## config.mk

```make
export PLATFORM = sky130hd
export DESIGN_NAME = mpi_dma_master
export DESIGN_NICKNAME = d
export VERILOG_FILES = /design/src/rtl/mpi_dma_master.sv
export SDC_FILE = /design/constraint.sdc
export NUM_CORES = 1
export LEC_CHECK = 0
export ABC_CLOCK_PERIOD_IN_PS = 3400
export CORE_UTILIZATION = 45
export DETAILED_ROUTE_END_ITERATION = 10
export HOLD_SLACK_MARGIN = 0.1
export PLACE_DENSITY = 0.76
export SLEW_MARGIN = 20
export SYNTH_ARGS = -nofsm -noshare
export SYNTH_HDL_FRONTEND = slang
export SYNTH_SLANG_ARGS = --single-unit
```

## constraint.sdc

```tcl
create_clock -name clk -period 3.4 [get_ports clk]
set_clock_uncertainty 0.1 [all_clocks]
set_input_delay 0.68 -clock clk [delete_from_list [all_inputs] [get_ports clk]]
set_output_delay 0.68 -clock clk [all_outputs]
set_load 0.01 [all_outputs]
```

## src/rtl/mpi_dma_master.sv

```systemverilog
// mpi_dma_master: DMA bus-master sequencer for the 1801VM1 MPI bus.
// It requests the bus from the CPU (dmr_n / dmgi_n), takes it with sack_n,
// and runs single or burst DATI / DATO / DATOB cycles on the inverted ad_n bus.
// It then returns the bus to the CPU.
//
// Ports
//   clk, rst_n          bus clock, asynchronous active-low reset
//   req, we, byte_en    local command request: write select and byte-write select
//   addr, wdata         byte address and write data of the command
//   ack, err            one-cycle completion pulse; err flags an RPLY timeout
//   rdata               read data, updated only on a successful read
//   busy                high from command acceptance until the bus is released
//   init_n              bus INIT; aborts the current tenure, issues no ack
//   dmgi_n, dmr_n       DMA grant in / DMA request out
//   sack_n              select acknowledge (bus ownership)
//   sync_n_i, rply_n_i  sampled bus SYNC / RPLY
//   sync_n, din_n,      bus strobes driven while this block is master
//   dout_n, wtbt_n
//   ad_n_i, ad_n_o,     sampled ad_n bus, driven ad_n value and its output enable
//   ad_oe
module mpi_dma_master #(
  parameter int SETUP     = 2,
  parameter int TIMEOUT   = 64,
  parameter int BURST_MAX = 4
) (
  input  logic        clk,
  input  logic        rst_n,
  input  logic        req,
  input  logic        we,
  input  logic        byte_en,
  input  logic [15:0] addr,
  input  logic [15:0] wdata,
  output logic        ack,
  output logic        err,
  output logic [15:0] rdata,
  output logic        busy,
  input  logic        init_n,
  input  logic        dmgi_n,
  output logic        dmr_n,
  output logic        sack_n,
  input  logic        sync_n_i,
  input  logic        rply_n_i,
  output logic        sync_n,
  output logic        din_n,
  output logic        dout_n,
  output logic        wtbt_n,
  input  logic [15:0] ad_n_i,
  output logic [15:0] ad_n_o,
  output logic        ad_oe
);

  localparam int CW = $clog2(TIMEOUT + SETUP + 1) + 1;
  localparam int BW = $clog2(BURST_MAX + 1) + 1;

  typedef enum logic [2:0] {
    S_IDLE, S_REQ, S_WAITBUS, S_ADDR, S_DATA, S_RPLY, S_END
  } state_t;

  state_t         state;
  logic [CW-1:0]  cnt;
  logic [BW-1:0]  burst_cnt;
  logic           to_q;
  logic           dmgi_q;

  logic           we_q;
  logic           byte_q;
  logic [15:0]    addr_q;
  logic [15:0]    wdata_q;

  logic           end_done;
  logic           burst_go;
  logic           load_cmd;

  // END completes once the slave drops RPLY, or immediately after a timeout.
  assign end_done = to_q | rply_n_i;
  // Another transfer may follow under the same grant only without an error
  // and while the burst budget is not used up.
  assign burst_go = req & ~to_q & (burst_cnt != BW'(BURST_MAX - 1));
  assign load_cmd = init_n & (((state == S_IDLE) & req) |
                              ((state == S_END) & end_done & burst_go));

  // Command latch: pure data, no reset needed.
  always_ff @(posedge clk) begin
    if (load_cmd) begin
      we_q    <= we;
      byte_q  <= byte_en;
      addr_q  <= addr;
      wdata_q <= wdata;
    end
  end

  always_ff @(posedge clk or negedge rst_n) begin
    if (!rst_n) begin
      state     <= S_IDLE;
      cnt       <= '0;
      burst_cnt <= '0;
      to_q      <= 1'b0;
      dmgi_q    <= 1'b1;
      dmr_n     <= 1'b1;
      sack_n    <= 1'b1;
      sync_n    <= 1'b1;
      din_n     <= 1'b1;
      dout_n    <= 1'b1;
      wtbt_n    <= 1'b1;
      ad_oe     <= 1'b0;
      ad_n_o    <= 16'hFFFF;
      ack       <= 1'b0;
      err       <= 1'b0;
      busy      <= 1'b0;
      rdata     <= 16'h0000;
    end else if (!init_n) begin
      // Bus INIT: drop everything back to idle, keep the last read data.
      state     <= S_IDLE;
      cnt       <= '0;
      burst_cnt <= '0;
      to_q      <= 1'b0;
      dmgi_q    <= 1'b1;
      dmr_n     <= 1'b1;
      sack_n    <= 1'b1;
      sync_n    <= 1'b1;
      din_n     <= 1'b1;
      dout_n    <= 1'b1;
      wtbt_n    <= 1'b1;
      ad_oe     <= 1'b0;
      ad_n_o    <= 16'hFFFF;
      ack       <= 1'b0;
      err       <= 1'b0;
      busy      <= 1'b0;
    end else begin
      ack    <= 1'b0;
      err    <= 1'b0;
      dmgi_q <= dmgi_n;
      case (state)
        S_IDLE: begin
          if (req) begin
            busy      <= 1'b1;
            dmr_n     <= 1'b0;
            burst_cnt <= '0;
            state     <= S_REQ;
          end
        end
        S_REQ: begin
          // Take the bus and withdraw the request on the same edge.
          if (!dmgi_q) begin
            sack_n <= 1'b0;
            dmr_n  <= 1'b1;
            state  <= S_WAITBUS;
          end
        end
        S_WAITBUS: begin
          if (sync_n_i && rply_n_i) begin
            ad_oe  <= 1'b1;
            ad_n_o <= ~addr_q;
            wtbt_n <= ~we_q;
            cnt    <= '0;
            to_q   <= 1'b0;
            state  <= S_ADDR;
          end
        end
        S_ADDR: begin
          if (cnt == CW'(SETUP - 1)) begin
            sync_n <= 1'b0;
            cnt    <= '0;
            state  <= S_DATA;
          end else begin
            cnt <= cnt + 1'b1;
          end
        end
        S_DATA: begin
          // The address stays on the bus for one cycle after SYNC falls so
          // the slave latches it; the data phase starts on the next edge.
          if (cnt == '0) begin
            if (we_q) begin
              ad_n_o <= ~wdata_q;
              wtbt_n <= ~byte_q;
            end else begin
              ad_oe  <= 1'b0;
              wtbt_n <= 1'b1;
            end
          end
          if (cnt == CW'(SETUP)) begin
            if (we_q) dout_n <= 1'b0;
            else      din_n  <= 1'b0;
            cnt   <= '0;
            state <= S_RPLY;
          end else begin
            cnt <= cnt + 1'b1;
          end
        end
        S_RPLY: begin
          if (!rply_n_i) begin
            if (!we_q) rdata <= ~ad_n_i;
            din_n  <= 1'b1;
            dout_n <= 1'b1;
            state  <= S_END;
          end else if (cnt == CW'(TIMEOUT - 1)) begin
            to_q   <= 1'b1;
            din_n  <= 1'b1;
            dout_n <= 1'b1;
            state  <= S_END;
          end else begin
            cnt <= cnt + 1'b1;
          end
        end
        S_END: begin
          if (end_done) begin
            sync_n    <= 1'b1;
            wtbt_n    <= 1'b1;
            ad_oe     <= 1'b0;
            ad_n_o    <= 16'hFFFF;
            ack       <= 1'b1;
            err       <= to_q;
            burst_cnt <= burst_cnt + 1'b1;
            if (burst_go) begin
              // Next burst beat: keep sack_n, present the new address now.
              ad_oe  <= 1'b1;
              ad_n_o <= ~addr;
              wtbt_n <= ~we;
              cnt    <= '0;
              state  <= S_ADDR;
            end else begin
              sack_n <= 1'b1;
              busy   <= 1'b0;
              state  <= S_IDLE;
            end
          end
        end
        default: state <= S_IDLE;
      endcase
    end
  end

endmodule

```

[Word-level counts from Yosys, hierarchy flattened]
Cells that the tools add are included.
Storage, ports and cells
  register bits: 93
  output and inout port bits: 42
  logic and storage cells: 173
  input port bits: 57
Operators by class
  $add $sub $neg: 2
  eq/ne operators: 33
  reduce and logical (&&, ||, !) cells: 17
  bitwise operators: 17
  muxes and demuxes: 83
Operators with widths (number)
  $mux 16: 6
  $mux 8: 8
  $not 16->16: 4
  $pmux 16 s3: 1
  $mux 1: 43
  $ne 3x3->1 const B: 14
  $pmux 8 s5: 1
  $reduce_and 4->1: 7
  $mux 3: 9
  $pmux 3 s7: 1
  $ne 3x1->1 const B: 6
  $pmux 1 s2: 7
  $mux 4: 3
  $reduce_and 5->1: 2
  $eq 3x3->1 const B: 3
  $reduce_and 3->1: 3
  $add 8x1->8 const B: 1
  $eq 8x1->1 const B: 1
  $eq 8x2->1 const B: 1
  $eq 8x6->1 const B: 1
  $logic_not 8->1: 1
  $pmux 4 s2: 1
  $reduce_and 7->1: 1
  $and 1x1->1: 6
  14 further kinds: 21

[Longest topological paths before layout]
Gate-level depths: netlist of the first run.
  depth after elaboration: 7
  mapped depth: 7
  depth with buffers taken out: 7

[Worst setup path after synthesis of the first run]
OpenSTA, ideal clock, no wires.
  path type: flip-flop to flip-flop
  start: register state[0]
  end: register addr_q[0], enable pin
  clock period less this slack: 3.531 ns
  library setup time: 0.436 ns
  stages on the path, launching flop included: 8
  path buffers: 3
  data arrival time: 2.995 ns
  setup slack: -0.131 ns
  data required time: 2.864 ns
  cell sequence: dfrtp_1 > buf_2 > buf_2 > nand3b_1 > clkbuf_1 > nor2_1 > nand2_1 > a21oi_1
Between the ends
  longest elaborated chain between the ends: 5
RTL lines
  from (decl): line 59  | state_t state;
  from (signal assigned): line 94  | state <= S_IDLE;
  from (signal assigned): line 113  | state <= S_IDLE;
  from (signal assigned): line 139  | state <= S_REQ;
  $eq 3x3->1: line 80  | ((state == S_END) & end_done & burst_go));
  $and 1x1->1 (2 in a row): line 80
  $or 1x1->1 (*): line 79  | assign load_cmd = init_n & (((state == S_IDLE) & req) |
  $and 1x1->1 (*): line 79
  net load_cmd: line 72  | logic load_cmd;
  to (signal assigned): line 87  | addr_q <= addr;
  to (decl): line 67  | logic [15:0] addr_q;
The timed path passes the listed nets; every way through them passes the cells marked *.
A chain may end at the register's enable or synchronous reset.

[Worst setup path after layout of the first run]
  start: input port init_n
  end: register ad_oe
Between the ends
  longest elaborated chain between the ends: 2
RTL lines
  from (decl): line 37  | input logic init_n,
  $ne 4x1->1 (no source line) / $ne 3x3->1 (equally long branches)
  $reduce_and 5->1 (no source line)
  to (signal assigned): line 105  | ad_oe <= 1'b0;
  to (signal assigned): line 124  | ad_oe <= 1'b0;
  to (signal assigned): line 152  | ad_oe <= 1'b1;
  to (decl): line 49  | output logic ad_oe
Parallel ways exist; a longest one is shown, timed or not.

==> flow_metrics.py, run 1 <==
metrics = {
    "run_status": {
        "status": "finished clean",
    },
    "flow_run": {
        "drv_cap": 0,
    },
    "cts": {
        "cts_root_buf": "clkbuf_8",
        "path_clk_slew_ns": 0.10,
        "cts_tree": "done",
        "htreeDepth": 3,
        "clkSinkCount": 93,
        "cts.hold.buffers_added": 0,
        "clock_latency_ns": 0.36,
        "postCtsSetupBuffers": 0,
        "cts_made_buffers": 9,
        "post_cts_resized": 0,
        "max-clock-path-buffers": 2,
    },
    "pwr": {
        "switchingPower_mw": 1.15,
        "p_per_area_mw_per_mm2": 649,
        "p_leak_nw": 2.14,
        "pwr-share-comb": 0.316,
        "clkPwrFrac": 0.227,
        "p_seq_frac": 0.457,
        "ir_worst_vdd_v": 0.000324,
        "intPower_mw": 2.47,
        "power.switching_fraction": 0.319,
    },
    "logic_synthesis": {
        "async_flop_share": 0.634,
        "avgSynthCellArea_um2": 11.0,
        "synth-edff-count": 34,
        "ys_warn_count": 0,
        "synth_nets": 448,
        "synth_cell_type_count": 54,
        "synth_seq_cells": 93,
        "synth_area_leader_cell": "edfxtp_1",
        "ys_top_cells_by_count": "nor2_1 (39), dfrtp_1 (36), nand2_1 (35)",
        "synth_area_leaders": "edfxtp_1 (24%), dfrtp_1 (21%), dfstp_2 (14%), o21ai_0 (3.7%), nor2_1 (3.4%)",
        "ys.flop_type": "dfrtp_1",
        "ys_seq_area_frac": 0.595,
        "synth.most_common_cell": "nor2_1",
        "synth_area_mm2": 0.00425,
        "yosysTopAreaCellShare": 0.240,
        "syn-instance-count": 386,
    },
    "min_path": {
        "hold_path.class": "input pin to asynchronous set/reset pin",
    },
    "floorplan": {
        "rows": 35,
        "ios": 99,
        "die-area_mm2": 0.00983,
        "die_h_um": 99.2,
        "core_mm2": 0.00920,
        "die_x_um": 99.2,
        "initial_core_util": 0.462,
    },
    "placed_design": {
        "place_congestion": 0.822,
        "placed_cells": 584,
        "io_buffers": 98,
        "dp_hpwl_mm": 6.91,
    },
    "layout": {
        "antenna_cells": 0,
        "num-fill-cells": 764,
        "drive_gt1_frac": 0.121,
        "nNetsFinal": 546,
        "area_growth_syn_to_layout_pct": 31.2,
        "stdcell_count": 600,
    },
    "detailed_routing": {
        "drtAntennaViolNets": 0,
        "drt-vias-per-instance": 5.62,
        "num_vias": 3370,
        "drtIter0Drc": 251,
        "first_pass_iters": 4,
        "wl_per_cell_um": 16.5,
        "wirelength_mm": 9.89,
        "drc": 0,
    },
    "sta": {
        "worst_pin_slew_ns": 0.870,
        "setup_viol": 0,
        "period_share": 0.761,
        "rsz0062_at_grt": "no",
        "max_freq_ghz": 0.386,
        "setup-tns-final_ns": 0,
        "hold_violations": 0,
        "max_slew_margin": 0.419,
        "period_minus_slack_ns": 2.59,
        "slew_viol_final": 0,
    },
    "critical_path": {
        "critPathCaptureType": "flop",
        "cp_max_fo": 14,
        "crit_type": "input pin to flop",
        "critPathRequiredTime_ns": 3.55,
        "worst_ep_arrival_time_ns": 2.74,
        "worstSetupStartpointType": "input pin",
    },
    "global_routing": {
        "grt_pass1_wl_mm": 16.2,
        "overflow": 0,
        "grt_use_total": 0.211,
        "antenna_found_initial": 0,
        "grt_max_degree": 39,
        "grt_pass1_vias": 3311,
    },
}
worst max-delay path, stage by stage:
cell             delay, ns
clkdlybuf4s50_1       0.67
buf_4                 0.31
o21a_1                0.15
a211oi_1              0.51
o21ai_0               0.18
a32o_1                0.24
metrics by stage:
step	worst slack [ns]	instance area (um^2)	util	power [mW]	hold slack (ns)
floorplan	0.612	4250	-	2.27	0.284
global placement	0.435	5360	0.582	2.79	0.366
detailed placement	0.472	5360	0.582	2.82	0.378
CTS	0.859	5580	0.606	3.65	0.164
global route	0.668	5580	0.606	3.83	0.193
finish	0.811	5580	0.606	3.62	0.161
logic make-up (layout without fill, tap and decap cells):
family / Yosys count / after routing / share of synthesized area
and+or+nand+nor: 148 / 148 / 0.178
buffers and inverters: 31 / 134 / 0.0339
xor gates and xnor gates: 1 / 1 / 0.00206
muxes: 2 / 2 / 0.00471
DFF: 93 / 93 / 0.595
adders and majority gates: 5 / 5 / 0.0147
AOI/OAI and AO/OA: 106 / 106 / 0.172
power by group through the flow:
| stage | combinational [mW] | clock [mW] | sequential, mW |
|---|---|---|---|
| after floorplan | 0.600 | 0 | 1.67 |
| after global placement | 1.12 | 0 | 1.66 |
| after detailed placement | 1.15 | 0 | 1.67 |
| after CTS | 1.15 | 0.842 | 1.65 |
| after global routing | 1.25 | 0.887 | 1.69 |
| final | 1.14 | 0.821 | 1.66 |
cell type report:
type                            instances  area (um^2)  share of cell area
Clock inverter                          7         96.3              0.0173
Tap cell                              111          139              0.0249
Multi-Input combinational cell        262         1590               0.285
Timing Repair Buffer                  111         1070               0.193
Sequential cell                        93         2530               0.453
Clock buffer                            9          124              0.0222
Inverter                                7         26.3             0.00471
routing by layer:
layer / routed length (um) / vias to the layer above / GRT usage / part of all wire
li1: - / 1615 / - / -
met1: 4450 / 1631 / 0.284 / 0.45
met2: 4700 / 114 / 0.341 / 0.47
met3: 628 / 10 / 0.0436 / 0.064
met4: 107 / 0 / 0.0814 / 0.011
met5: 0 / - / 0 / 0
cell usage in the layout, fill, tap and decap left out, types with 3 or more instances in the layout:
cell             instances
clkdlybuf4s50_1         97
nor2_1                  39
dfrtp_1                 36
nand2_1                 35
edfxtp_1                34
o21ai_0                 31
dfstp_2                 23
a21oi_1                 19
nand3_1                 13
a31oi_1                 13
buf_4                   13
nor3b_1                 12
nor3_1                  11
a221o_1                 11
clkbuf_8                 9
inv_1                    7
nand2b_1                 7
nor2b_1                  6
a22o_1                   6
nor4_1                   6
ha_1                     5
and2_1                   4
o21a_1                   3
nand4_1                  3
o2bb2ai_1                3
path summary, 6_finish.rpt:
kind / slack (ns) / cells past startpoint / start / endpoint
hold reg to reg: 0.39 / 2 / rdata[9] / rdata[9]
max in group asynchronous: 2.14 / 2 / rst_n / dout_n
setup reg to reg: 0.93 / 5 / state[0] / ad_n_o[13]
setup / recovery: 0.81 / 6 / init_n / ad_oe
hold / removal: 0.16 / 1 / rst_n / rdata[1]
min in group clk: 0.39 / 2 / rdata[9] / rdata[9]
registers in the layout (all words and copies together) (netlist names), 3 cells and up:
signal / flops
state: 3
cnt: 8
wdata_q: 16
ad_n_o: 16
rdata: 16
addr_q: 16
burst_cnt: 4
(Power assumes the default switching activity.)
==> run 2, diff against run 1 <==
Settings changed: ABC_CLOCK_PERIOD_IN_PS 3400 to 2600, CORE_UTILIZATION 45 to 50, PLACE_DENSITY 0.76 to 0.8.
Clock period 3.4 ns to 2.6 ns, I/O delays scaled along.
==> run 2 against run 1 <==
Non-clock buffer count is 8 higher. Die area decreased by 9.8%. Utilization rose by 7.9 points. Global-route usage is 1.2 points higher. Cell count up 0.33%. Sequential share of layout area fell by 0.41 points. Clock-buffer cell count unchanged. Register-to-register slack worse by 0.62 ns. Design area rose by 0.92%. Sequential cell count did not move. Via count is 1.4% higher. Setup slack worse by 0.50 ns.
==> flow_metrics.py, run 2 (synthesized netlist as in run 1, its figures left out) <==
metrics = {
    "pwr": {
        "pwr-share-comb": 0.335,
        "power.switching_fraction": 0.332,
        "intPower_mw": 3.09,
        "clkPwrFrac": 0.200,
        "p_per_area_mw_per_mm2": 823,
        "p_seq_frac": 0.466,
        "p_leak_nw": 2.17,
        "switchingPower_mw": 1.54,
        "ir_worst_vdd_v": 0.000485,
    },
    "cts": {
        "clkSinkCount": 93,
        "max-clock-path-buffers": 2,
        "htreeDepth": 3,
        "post_cts_resized": 0,
        "cts_made_buffers": 9,
        "cts_root_buf": "clkbuf_8",
        "cts.hold.buffers_added": 0,
        "clock_latency_ns": 0.37,
        "postCtsSetupBuffers": 0,
        "path_clk_slew_ns": 0.11,
        "cts_tree": "done",
    },
    "sta": {
        "setup_viol": 0,
        "slew_viol_final": 0,
        "period_share": 0.879,
        "max_slew_margin": 0.512,
        "period_minus_slack_ns": 2.29,
        "hold_violations": 0,
        "max_freq_ghz": 0.437,
        "setup-tns-final_ns": 0,
        "rsz0062_at_grt": "no",
        "worst_pin_slew_ns": 0.732,
    },
    "critical_path": {
        "crit_type": "flop to flop",
        "critPathCaptureType": "flop",
        "critPathRequiredTime_ns": 2.77,
        "worstSetupStartpointType": "flop",
        "crit_chain": "ha_1 > nor3b_1 > o311a_1 > a221oi_1 > buf_4 > a21bo_2 > a22o_1",
        "path_delay_family": "compound AO/OA/AOI/OAI gates",
        "cp_slowest_cell": "dfrtp_1",
        "r2r_setup_slack_ns": 0.31,
        "slowest_delay_ns": 0.42,
        "critPathBufInv": 1,
        "worst_ep_arrival_time_ns": 2.45,
        "cp_max_fo": 11,
    },
    "global_routing": {
        "grt_use_total": 0.224,
        "overflow": 0,
        "grt_pass1_wl_mm": 15.4,
        "grt_max_degree": 60,
        "grt_pass1_vias": 3292,
        "antenna_found_initial": 0,
    },
    "floorplan": {
        "rows": 33,
        "core_mm2": 0.00822,
        "die_x_um": 94.2,
        "die-area_mm2": 0.00887,
        "ios": 99,
        "die_h_um": 94.2,
        "initial_core_util": 0.517,
    },
    "layout": {
        "nNetsFinal": 554,
        "drive_gt1_frac": 0.137,
        "antenna_cells": 0,
        "final_cell_mix": "clkdlybuf4s50_1 (97), nor2_1 (39), dfrtp_1 (36)",
        "fin_util": 0.685,
        "layout_commonest_cell": "clkdlybuf4s50_1",
        "area_growth_syn_to_layout_pct": 32.4,
    },
    "detailed_routing": {
        "wirelength_mm": 9.40,
        "drtIter0Drc": 220,
        "wl_per_cell_um": 15.6,
        "drc": 0,
        "drtAntennaViolNets": 0,
        "num_vias": 3418,
        "drt-vias-per-instance": 5.68,
        "first_pass_iters": 4,
    },
    "placed_design": {
        "place_congestion": 0.886,
        "dp_hpwl_mm": 6.68,
        "io_buffers": 98,
    },
    "min_path": {
        "hold_path.class": "input pin to asynchronous set/reset pin",
    },
    "flow_run": {
        "drv_cap": 0,
    },
    "run_status": {
        "status": "finished clean",
    },
}
## run 2: cell types whose count changed in the layout (fill, tap and decap cells not counted), sizes merged
cell | before | now
buf | 14 | 22
bufinv | 2 | 0
clkinv | 2 | 4
## run 2: layer usage
layer | global-route usage | routed length (um)
met1 | 0.291 | 4050
met2 | 0.371 | 4540
met3 | 0.0388 | 631
met4 | 0.0872 | 187
met5 | 0 | 0
## run 2: path summary, 6_finish.rpt
kind / end / cells past startpoint / from
max: cnt[5] / 7 / burst_cnt[0]
min: cnt[1] / 2 / rst_n
max reg2reg: cnt[5] / 7 / burst_cnt[0]
min reg2reg: rdata[7] / 2 / rdata[7]
max in group asynchronous: state[0] / 2 / rst_n
min in group clk: rdata[7] / 2 / rdata[7]
## run 2: per-stage QoR
stage / area, um^2 / setup WS, ns / power [mW] / hold WS (ns) / std cells
detailed placement: 5430 / 0.00158 / 3.73 / 0.374 / 586
global placement: 5430 / 0.0175 / 3.69 / 0.364 / 586
floorplan: 4260 / 0.139 / 2.97 / 0.124 / 386
finish: 5630 / 0.314 / 4.63 / 0.175 / 602
CTS: 5630 / 0.328 / 4.66 / 0.218 / 602
global route: 5630 / 0.152 / 4.89 / 0.260 / 602
## run 2: area by class of cell
type,count,area (um^2)
Clock buffer,9,124
Clock inverter,7,70.1
Fill cell,627,2590
Inverter,7,26.3
Multi-Input combinational cell,262,1590
Sequential cell,93,2530
Tap cell,105,131
Timing Repair Buffer,119,1160
## run 2: power groups by stage
| stage | logic, mW | registers (mW) | clock network, mW |
|---|---|---|---|
| 2_1_floorplan | 0.789 | 2.18 | 0 |
| 3_3_place_gp | 1.52 | 2.17 | 0 |
| 3_5_place_dp | 1.55 | 2.18 | 0 |
| 4_1_cts | 1.56 | 2.16 | 0.947 |
| 5_1_grt | 1.69 | 2.20 | 1.01 |
| 6_report | 1.55 | 2.16 | 0.924 |
==> edit: new RTL, flow settings as in run 1 <==
Change the parameter `BURST_MAX` from 4 to 16.
--- a/src/rtl/mpi_dma_master.sv
+++ b/src/rtl/mpi_dma_master.sv
@@ -23,3 +23,3 @@
   parameter int TIMEOUT   = 64,
-  parameter int BURST_MAX = 4
+  parameter int BURST_MAX = 16
 ) (
Behaviour: no difference found for any inputs over 10 cycles, from zero or initial values and one cycle with rst_n low; that may be too few to reach the edited logic, so the function may still have changed.
==> edit against run 1 <==
Synthesized cell count up 2.3%; routed wire length up 2.7%; register-to-register slack worse by 0.08 ns; worst setup slack worse by 0.099 ns; power down 4.1%; design area up 4.6%; maximum frequency down 3.7%; synthesized area up 6.2%; highest routed layer unchanged; largest power group unchanged; largest cell class unchanged; global-route usage down 0.85 points; sequential cell count up 2.
==> edit: results (changes against run 1) <==
| Metric | Value |
|---|---|
| Tcrit/Tclk final | 79.07% (+2.9 points) |
| DP Wirelength | 7202 um (+4.2%) |
| Relative slew slack | 35.42% (-6.4 points) |
| Crit path DAT | 2.81 ns (+0.07 ns) |
| Sequential-to-total area share from yosys stat | 57.10% (-2.4 points) |
| WL met2 | 4699 um (about the same) |
| Top post-synthesis cells by area | edfxtp_1, dfrtp_1, dfstp_2 |
| Routability cong. | 0.8924 (+8.6%) |
| Flop pwr share | 47.1% (+1.4 points) |
| DR iter-0 viols | 203 (-19%) |
| Status | finished, final reports clean |
| R2R Path End | rdata[12] |
| Signal buffers | 105 (-5.4%) |
| Net Switching | 1.079 mW (-6.5%) |
| # nets final | 555 (+1.6%) |
| Multi-input logic area | 0.001685 mm^2 (+6.0%) |
| Switching part of the total | 31.06% (-0.80 points) |
| Critical path's top delay family | buffers and inverters |
| Sequential cell area share | 44.17% (-1.1 points) |
| Clock buffer depth | 2 (unchanged) |
| Clk tree area frac | 3.411% (-0.54 points) |
| Mapped Nets | 457 (+2.0%) |
| First-pass GRT wire length | 16160 um (-0.38%) |
| Synth top cells by count | inv_1, dfrtp_1, edfxtp_1, nand2_1, mux2i_1 |
| CP max FO | 13 (-1) |
| Asr flop ratio synth | 64.21% (+0.77 points) |
| Worst slack at placement | 0.3840 ns (-0.08848 ns) |
| Met3 wire len | 722 um (+15%) |
| Buffering overhead | 17.85% (-1.4 points) |
| Multi-In Gates | 238 (-9.2%) |
| Overall routing resource usage | 20.30% (-0.85 points) |
| Vias per inst | 5.304 (-5.6%) |
| Layout cells sized above 1 | 11.85% (-0.22 points) |
| Fillers | 813 (+6.4%) |
| Clkbuf count | 11 (+2) |
| Synth unique cells | 57 (+5.6%) |
| Reg2reg setup slack | 0.85 ns (-0.08 ns) |
| Leak | 2.448 nW (+14%) |
| Vias in the first global route | 3374 (+1.9%) |
| Sequential cell count | 95 (+2.2%) |
| Worst vdd ir | 0.2438 mV (-25%) |
| Non-clk invs | 44 (+37) |
| Worst Setup EP | burst_cnt[4] |
| Largest net degree at the start of global routing | 35 (-10%) |
[edit: how the worst min path moves through the flow]
stage,slack (ns),start,depth (start not counted),endpoint
global route,0.14,rst_n,1,rdata[6]
floorplan,0.28,rst_n,0,ack
CTS,0.12,rst_n,1,rdata[6]
finish,0.14,rst_n,1,rdata[6]
detailed placement,0.37,ad_n_o[8],2,ad_n_o[8]
global placement,0.36,ad_n_o[9],2,ad_n_o[9]
[edit: routing by layer]
metal	up-vias	global-route usage (%)
met5	-	0
met4	0	6.923
met3	6	5.198
met2	126	32.16
met1	1593	27.21
li1	1622	-
[edit: cells by family after synthesis]
family | synth area share [%]
xor gates and xnor gates | 0.1942
adders and majority gates | 1.387
AOI/OAI and AO/OA | 16.75
buffers and inverters | 5.796
DFF | 57.10
and+or+nand+nor | 10.68
muxes | 8.098
[edit: stage by stage]
stage	area, um^2	cells
2_1_floorplan	4512	395
3_3_place_gp	5634	615
3_5_place_dp	5634	615
4_1_cts	5833	631
5_1_grt	5833	631
6_report	5833	631
